--- config.mk ---
export PLATFORM = sky130hd
export DESIGN_NAME = net_eject_port
export DESIGN_NICKNAME = d
export VERILOG_FILES = /design/src/rtl/net_eject_port_pkg.sv /design/src/rtl/net_eject_port_fifo.sv /design/src/rtl/net_eject_port.sv
export SDC_FILE = /design/constraint.sdc
export NUM_CORES = 2
export LEC_CHECK = 0
export BUFFER_PORTS_ARGS = -buffer_cell sky130_fd_sc_hd__buf_2
export CORE_MARGIN = 2
export CORE_UTILIZATION = 60
export DETAILED_ROUTE_END_ITERATION = 7
export PLACE_DENSITY = 0.85
export SLEW_MARGIN = 20
export SYNTH_ARGS = -nofsm -noshare
export SYNTH_HDL_FRONTEND = slang
export SYNTH_HIERARCHICAL = 1
export SYNTH_SLANG_ARGS = --single-unit
--- constraint.sdc ---
create_clock -name clk -period 21.1 [get_ports clk]
set_input_delay 1.055 -clock clk [delete_from_list [all_inputs] [get_ports clk]]
set_output_delay 1.055 -clock clk [all_outputs]
set_load 0.01 [all_outputs]
--- src/rtl/net_eject_port_pkg.sv ---
`default_nettype none
// ============================================================================
// Module      : net_eject_port_pkg
// Description : Shared network packet type, state encoding and size defaults
//               for the per-node ejection port.
// Revision    : 1.0 - initial release
// ============================================================================
package net_eject_port_pkg;

  localparam int NUMNODES   = 8;
  localparam int PKT_W_DEF  = 576;
  localparam int BEAT_W_DEF = 64;

  // src occupies the top byte and dest the next byte; payload fills the LSBs
  typedef struct packed {
    logic [7:0]             src;
    logic [7:0]             dest;
    logic [PKT_W_DEF-17:0]  payload;
  } pkt_t;

  typedef enum logic [0:0] {
    S_IDLE   = 1'b0,
    S_STREAM = 1'b1
  } eject_state_t;

endpackage : net_eject_port_pkg
`default_nettype wire

--- src/rtl/net_eject_port_fifo.sv ---
`default_nettype none
// ============================================================================
// Module      : eject_fifo
// Description : Synchronous packet FIFO with combinational head output;
//               push and pop may coincide, including when full.
// Revision    : 1.0 - initial release
// ============================================================================
module eject_fifo #(
  parameter int WIDTH = 576,
  parameter int DEPTH = 4
) (
  input  logic                       clk,
  input  logic                       rst,
  input  logic                       push,
  input  logic [WIDTH-1:0]           push_data,
  input  logic                       pop,
  output logic [WIDTH-1:0]           head_data,
  output logic [$clog2(DEPTH+1)-1:0] count,
  output logic                       full,
  output logic                       empty
);

  localparam int c_aw = $clog2(DEPTH);
  localparam int c_cw = $clog2(DEPTH+1);

  logic [WIDTH-1:0] r_mem [DEPTH];
  logic [c_aw-1:0]  r_wr_ptr;
  logic [c_aw-1:0]  r_rd_ptr;
  logic [c_cw-1:0]  r_count;

  // Storage carries no reset; validity is tracked by the pointers
  always_ff @(posedge clk) begin
    if (push) begin
      r_mem[r_wr_ptr] <= push_data;
    end
  end

  always_ff @(posedge clk) begin
    if (rst) begin
      r_wr_ptr <= '0;
      r_rd_ptr <= '0;
      r_count  <= '0;
    end else begin
      if (push) r_wr_ptr <= r_wr_ptr + c_aw'(1);
      if (pop)  r_rd_ptr <= r_rd_ptr + c_aw'(1);
      case ({push, pop})
        2'b10:   r_count <= r_count + c_cw'(1);
        2'b01:   r_count <= r_count - c_cw'(1);
        default: r_count <= r_count;
      endcase
    end
  end

  assign head_data = r_mem[r_rd_ptr];
  assign count     = r_count;
  assign full      = (r_count == c_cw'(DEPTH));
  assign empty     = (r_count == '0);

endmodule : eject_fifo
`default_nettype wire

--- src/rtl/net_eject_port.sv ---
`default_nettype none
// ============================================================================
// Module      : net_eject_port
// Description : Crossbar ejection stage: buffers delivered packets and streams
//               them to the node as valid/ready beats, flagging drops.
// Revision    : 1.0 - initial release
// ============================================================================
module net_eject_port
  import net_eject_port_pkg::*;
#(
  parameter int NODE_ID      = 0,
  parameter int DEPTH        = 4,
  parameter int PKT_W        = PKT_W_DEF,
  parameter int BEAT_W       = BEAT_W_DEF,
  parameter int AFULL_THRESH = 1
) (
  input  logic                              clk,
  input  logic                              rst,
  input  logic                              pkt_valid_in,
  input  logic [PKT_W-1:0]                  pkt_in,
  output logic                              beat_valid,
  output logic [BEAT_W-1:0]                 beat_data,
  output logic [$clog2(PKT_W/BEAT_W)-1:0]   beat_idx,
  output logic                              beat_last,
  input  logic                              beat_ready,
  output logic [$clog2(DEPTH+1)-1:0]        count,
  output logic                              almost_full,
  output logic                              overflow,
  output logic                              misroute,
  output logic [15:0]                       drop_count
);

  localparam int         c_nbeats  = PKT_W / BEAT_W;
  localparam int         c_iw      = $clog2(c_nbeats);
  localparam logic [7:0] c_node_id = NODE_ID[7:0];

  pkt_t                              w_pkt;
  logic                              w_dest_ok;
  logic                              w_push;
  logic                              w_pop;
  logic                              w_drop;
  logic                              w_full;
  logic                              w_empty;
  logic [PKT_W-1:0]                  w_head;
  logic [c_nbeats-1:0][BEAT_W-1:0]   w_beats;
  eject_state_t                      r_state;
  eject_state_t                      w_state_next;
  logic [c_iw-1:0]                   r_beat_idx;
  logic [c_iw-1:0]                   w_beat_idx_next;

  assign w_pkt     = pkt_in;
  assign w_dest_ok = (w_pkt.dest == c_node_id);

  // A pop on the same edge frees the slot, so a full FIFO may still accept
  assign w_pop  = beat_valid & beat_ready & beat_last;
  assign w_push = pkt_valid_in & w_dest_ok & (~w_full | w_pop);
  assign w_drop = pkt_valid_in & w_dest_ok & w_full & ~w_pop;

  eject_fifo #(
    .WIDTH (PKT_W),
    .DEPTH (DEPTH)
  ) u_fifo (
    .clk       (clk),
    .rst       (rst),
    .push      (w_push),
    .push_data (pkt_in),
    .pop       (w_pop),
    .head_data (w_head),
    .count     (count),
    .full      (w_full),
    .empty     (w_empty)
  );

  assign w_beats     = w_head;
  assign beat_valid  = (r_state == S_STREAM);
  assign beat_idx    = r_beat_idx;
  assign beat_data   = beat_valid ? w_beats[r_beat_idx] : '0;
  assign beat_last   = beat_valid & (r_beat_idx == c_iw'(c_nbeats - 1));
  assign almost_full = (DEPTH - int'(count)) <= AFULL_THRESH;

  always_comb begin
    w_state_next    = r_state;
    w_beat_idx_next = r_beat_idx;
    case (r_state)
      S_IDLE: begin
        if (!w_empty || w_push) w_state_next = S_STREAM;
      end
      S_STREAM: begin
        if (beat_ready) begin
          if (beat_last) begin
            w_beat_idx_next = '0;
            // Occupancy after this pop is zero only if nothing else is queued
            if (count == $bits(count)'(1) && !w_push) w_state_next = S_IDLE;
          end else begin
            w_beat_idx_next = r_beat_idx + c_iw'(1);
          end
        end
      end
      default: begin
        w_state_next    = S_IDLE;
        w_beat_idx_next = '0;
      end
    endcase
  end

  always_ff @(posedge clk) begin
    if (rst) begin
      r_state    <= S_IDLE;
      r_beat_idx <= '0;
      overflow   <= 1'b0;
      misroute   <= 1'b0;
      drop_count <= '0;
    end else begin
      r_state    <= w_state_next;
      r_beat_idx <= w_beat_idx_next;
      if (pkt_valid_in && !w_dest_ok) misroute <= 1'b1;
      if (w_drop) begin
        overflow <= 1'b1;
        if (drop_count != 16'hFFFF) drop_count <= drop_count + 16'd1;
      end
    end
  end

endmodule : net_eject_port
`default_nettype wire

==> flow_metrics.env <==
export IMPL_arrival_ns=7.38
export IMPL_yosys_warnings=6
export IMPL_setup_ws_ns=12.67
export IMPL_io_pins=672
export IMPL_io_buffers=671
export IMPL_crit_type="register to output port"
export IMPL_cp_depth=9
export IMPL_grt_ovfl_total=0
export IMPL_min_path_cells=1
export IMPL_hpwl_um=130000
export IMPL_crit_path_end_kind="output port"
export IMPL_cts_sinks=2336
export IMPL_htreeDepth=4
export IMPL_synth_seq_cells=2336
export IMPL_yosysSeqAreaShare_pct=78.3
export IMPL_die_area_um2=152000
export IMPL_post_cts_buffers=0
export IMPL_nNetsFinal=4923
export IMPL_p_leak_uw=0.0316
export IMPL_rsz0062_at_grt="false"
export IMPL_clk_pin_slew_ns=0.06
export IMPL_grt_pass1_vias=44500
export IMPL_drc=0
export IMPL_wl_per_cell_um=34.7
export IMPL_power_density_nw_per_um2=89.8
export IMPL_clock_skew_ns=0.0640
export IMPL_r2r_end="u_fifo/r_mem[2][321]"
export IMPL_syn_inst=3576
export IMPL_reg2reg_depth=10
export IMPL_area_growth_pct=14.0
export IMPL_die_h_um=389
export IMPL_critPathMaxFanout=104
export IMPL_synth_ff_type="edfxtp_1"
export IMPL_synth_cell_area_um2=89100
export IMPL_slew_viol_final=0
export IMPL_tightest_slew_ns=1.26
export IMPL_register_area_um2=69800
export IMPL_cp_cell_sequence="buf_4 > buf_4 > buf_4 > buf_12 > mux4_2 > mux4_2 > mux2i_1 > o21ai_0 > buf_2"
export IMPL_place_ws_ns=13.40
export IMPL_start_util_pct=60.4
export IMPL_finalHoldViolCount=0
export IMPL_multi_input_area_um2=18000
export IMPL_fillers=8328
export IMPL_cp_top_family="buffers and inverters"
export IMPL_vias=43200
export IMPL_post_synth_cell_area_avg_um2=24.9
export IMPL_clock_latency_ns=0.84
export IMPL_critPathBufInv=5
export IMPL_cp_required_ns=20.05
export IMPL_antenna_found_initial=143
export IMPL_drv_cap=0
export IMPL_syn_nets=4165
export IMPL_tns_ns=0
export IMPL_status="finished clean"
export IMPL_dieWidth_um=389
export IMPL_hold_class="primary input to register"
export IMPL_cts_root_buf="clkbuf_16"
export IMPL_grt_pass1_wl_um=319000
export IMPL_final_min_period_over_clock_period_pct=40.0
export IMPL_cts_buffers=218
export IMPL_reg2reg_slack_ns=14.13
export IMPL_hold_buffers=0
export IMPL_routed_wl_um=227000
export IMPL_fmax_mhz=119
export IMPL_setup_viol=0
export IMPL_antenna_left=0
export IMPL_grt_start_max_net_pins=155
export IMPL_drtIter0Drc=4807
export IMPL_r2r_start="beat_idx[1]"
export IMPL_slowest_delay_ns=0.92
export IMPL_vdd_ir_drop_max_mv=0.0938
export IMPL_core_area_um2=148000
export IMPL_synth_cell_type_count=45
export IMPL_vias_per_cell=6.61
export IMPL_rows=141
export IMPL_ctsLongestPathBuffers=3
export IMPL_drive_above_1_share_pct=38.9
export IMPL_dr_pass1_iters=6
export IMPL_maxSlewHeadroom_pct=16.2
export IMPL_cp_slowest_cell="dfxtp_4"
export IMPL_synth_edff_count=2304
export IMPL_grt_usage_pct=29.9
export IMPL_worstSetupStartpointType="register"
export IMPL_cts_resized_gates=0
export IMPL_gp_congestion=0.813
export IMPL_ys_async_sr_fraction_pct=0
export IMPL_cts_tree="done"
export IMPL_cp_endpoint="beat_data[61]"
export IMPL_fin_crit_ns=8.43
export IMPL_cp_common_cell="buf_4"
## cells in the final DEF, fill, tap and decap left out, types with 27 or more instances in the layout
| cell | n |
|---|---|
| dfxtp_1 | 27 |
| mux2i_1 | 66 |
| o21ai_0 | 66 |
| nand2_1 | 72 |
| buf_2 | 671 |
| buf_4 | 43 |
| clkinv_1 | 51 |
| clkinv_2 | 40 |
| clkbuf_1 | 44 |
| edfxtp_1 | 2304 |
| diode_2 | 94 |
| mux4_2 | 704 |
| clkbuf_16 | 219 |
| nor2_1 | 33 |
## area by class of cell
type	count	share of cell area (%)
diodes	94	0.231
clock buffers	265	5.58
clock inverters	138	1.45
inverters	10	0.0369
multi-input cells	1043	17.8
flip-flops and latches	2336	68.7
well taps	1930	2.38
repair buffers	725	3.84
## registers in the layout, summed over array words and instances (netlist names), named ones only
| name | flops |
|---|---|
| drop_count | 16 |
| misroute | 1 |
| beat_idx | 4 |
| u_fifo/count | 3 |
| u_fifo/r_mem | 2304 |
| u_fifo/r_rd_ptr | 2 |
| beat_valid | 1 |
| overflow | 1 |
| u_fifo/r_wr_ptr | 2 |
## Yosys cell counts, drive strengths merged (5+ instances only)
| library cell | number | share of area [%] |
|---|---|---|
| mux2i | 66 | 0.74 |
| nor2 | 33 | 0.14 |
| buf | 145 | 1.2 |
| o21ai | 67 | 0.38 |
| a21oi | 11 | 0.062 |
| nor4 | 9 | 0.10 |
| nand3 | 7 | 0.045 |
| edfxtp | 2304 | 78 |
| nor3 | 5 | 0.028 |
| xnor2 | 8 | 0.079 |
| nand2 | 72 | 0.30 |
| mux4 | 704 | 18 |
| and3 | 7 | 0.049 |
| inv | 10 | 0.042 |
| nand4 | 10 | 0.070 |
| clkbuf | 42 | 0.18 |
| dfxtp | 32 | 0.72 |
| ha | 8 | 0.11 |
## stage by stage
| stage | util [%] | total power (uW) | area [um^2] | instances | hold slack [ns] |
|---|---|---|---|---|---|
| 2_1_floorplan | - | 5200 | 89100 | 3576 | 0.485 |
| 3_3_place_gp | 63.8 | 5290 | 94200 | 6044 | 0.475 |
| 3_5_place_dp | 63.8 | 5300 | 94200 | 6044 | 0.495 |
| 4_1_cts | 68.7 | 9170 | 101000 | 6447 | 0.347 |
| 5_1_grt | 68.8 | 9330 | 102000 | 6501 | 0.371 |
| 6_report | 68.8 | 9130 | 102000 | 6541 | 0.407 |
## worst min-delay path by stage
stage               slack, ns                    to          startpoint
floorplan                0.48              register  u_fifo/r_rd_ptr[1]
global placement         0.47              overflow            overflow
detailed placement       0.49              overflow            overflow
CTS                      0.35   u_fifo/r_mem[0][34]          pkt_in[34]
global route             0.37  u_fifo/r_mem[2][136]         pkt_in[136]
finish                   0.41  u_fifo/r_mem[2][514]         pkt_in[514]
## where the power goes
part / internal, uW / switching [uW]
Clock: 2190 / 1730
Combinational: 42.2 / 70.8
Sequential: 5090 / 0.691
Total: 7330 / 1800
## metal layers
layer / vias to the layer above / GRT usage, % / wire length, um
met3: 598 / 7.95 / 21400
li1: 17100 / - / -
met5: - / 0 / 592
met2: 2649 / 49.3 / 115000
met1: 22700 / 36.2 / 75500
met4: 98 / 16.8 / 14700
## logic make-up after synthesis
family / synth area share [%]
buffers and inverters: 1.45
adder cells (fa/ha/maj): 0.135
AO/OA/AOI/OAI: 0.498
AND/OR/NAND/NOR: 0.914
XOR/XNOR: 0.118
multiplexers: 18.6
flip-flops: 78.3
No activity file was read; power rests on OpenSTA's default activity.
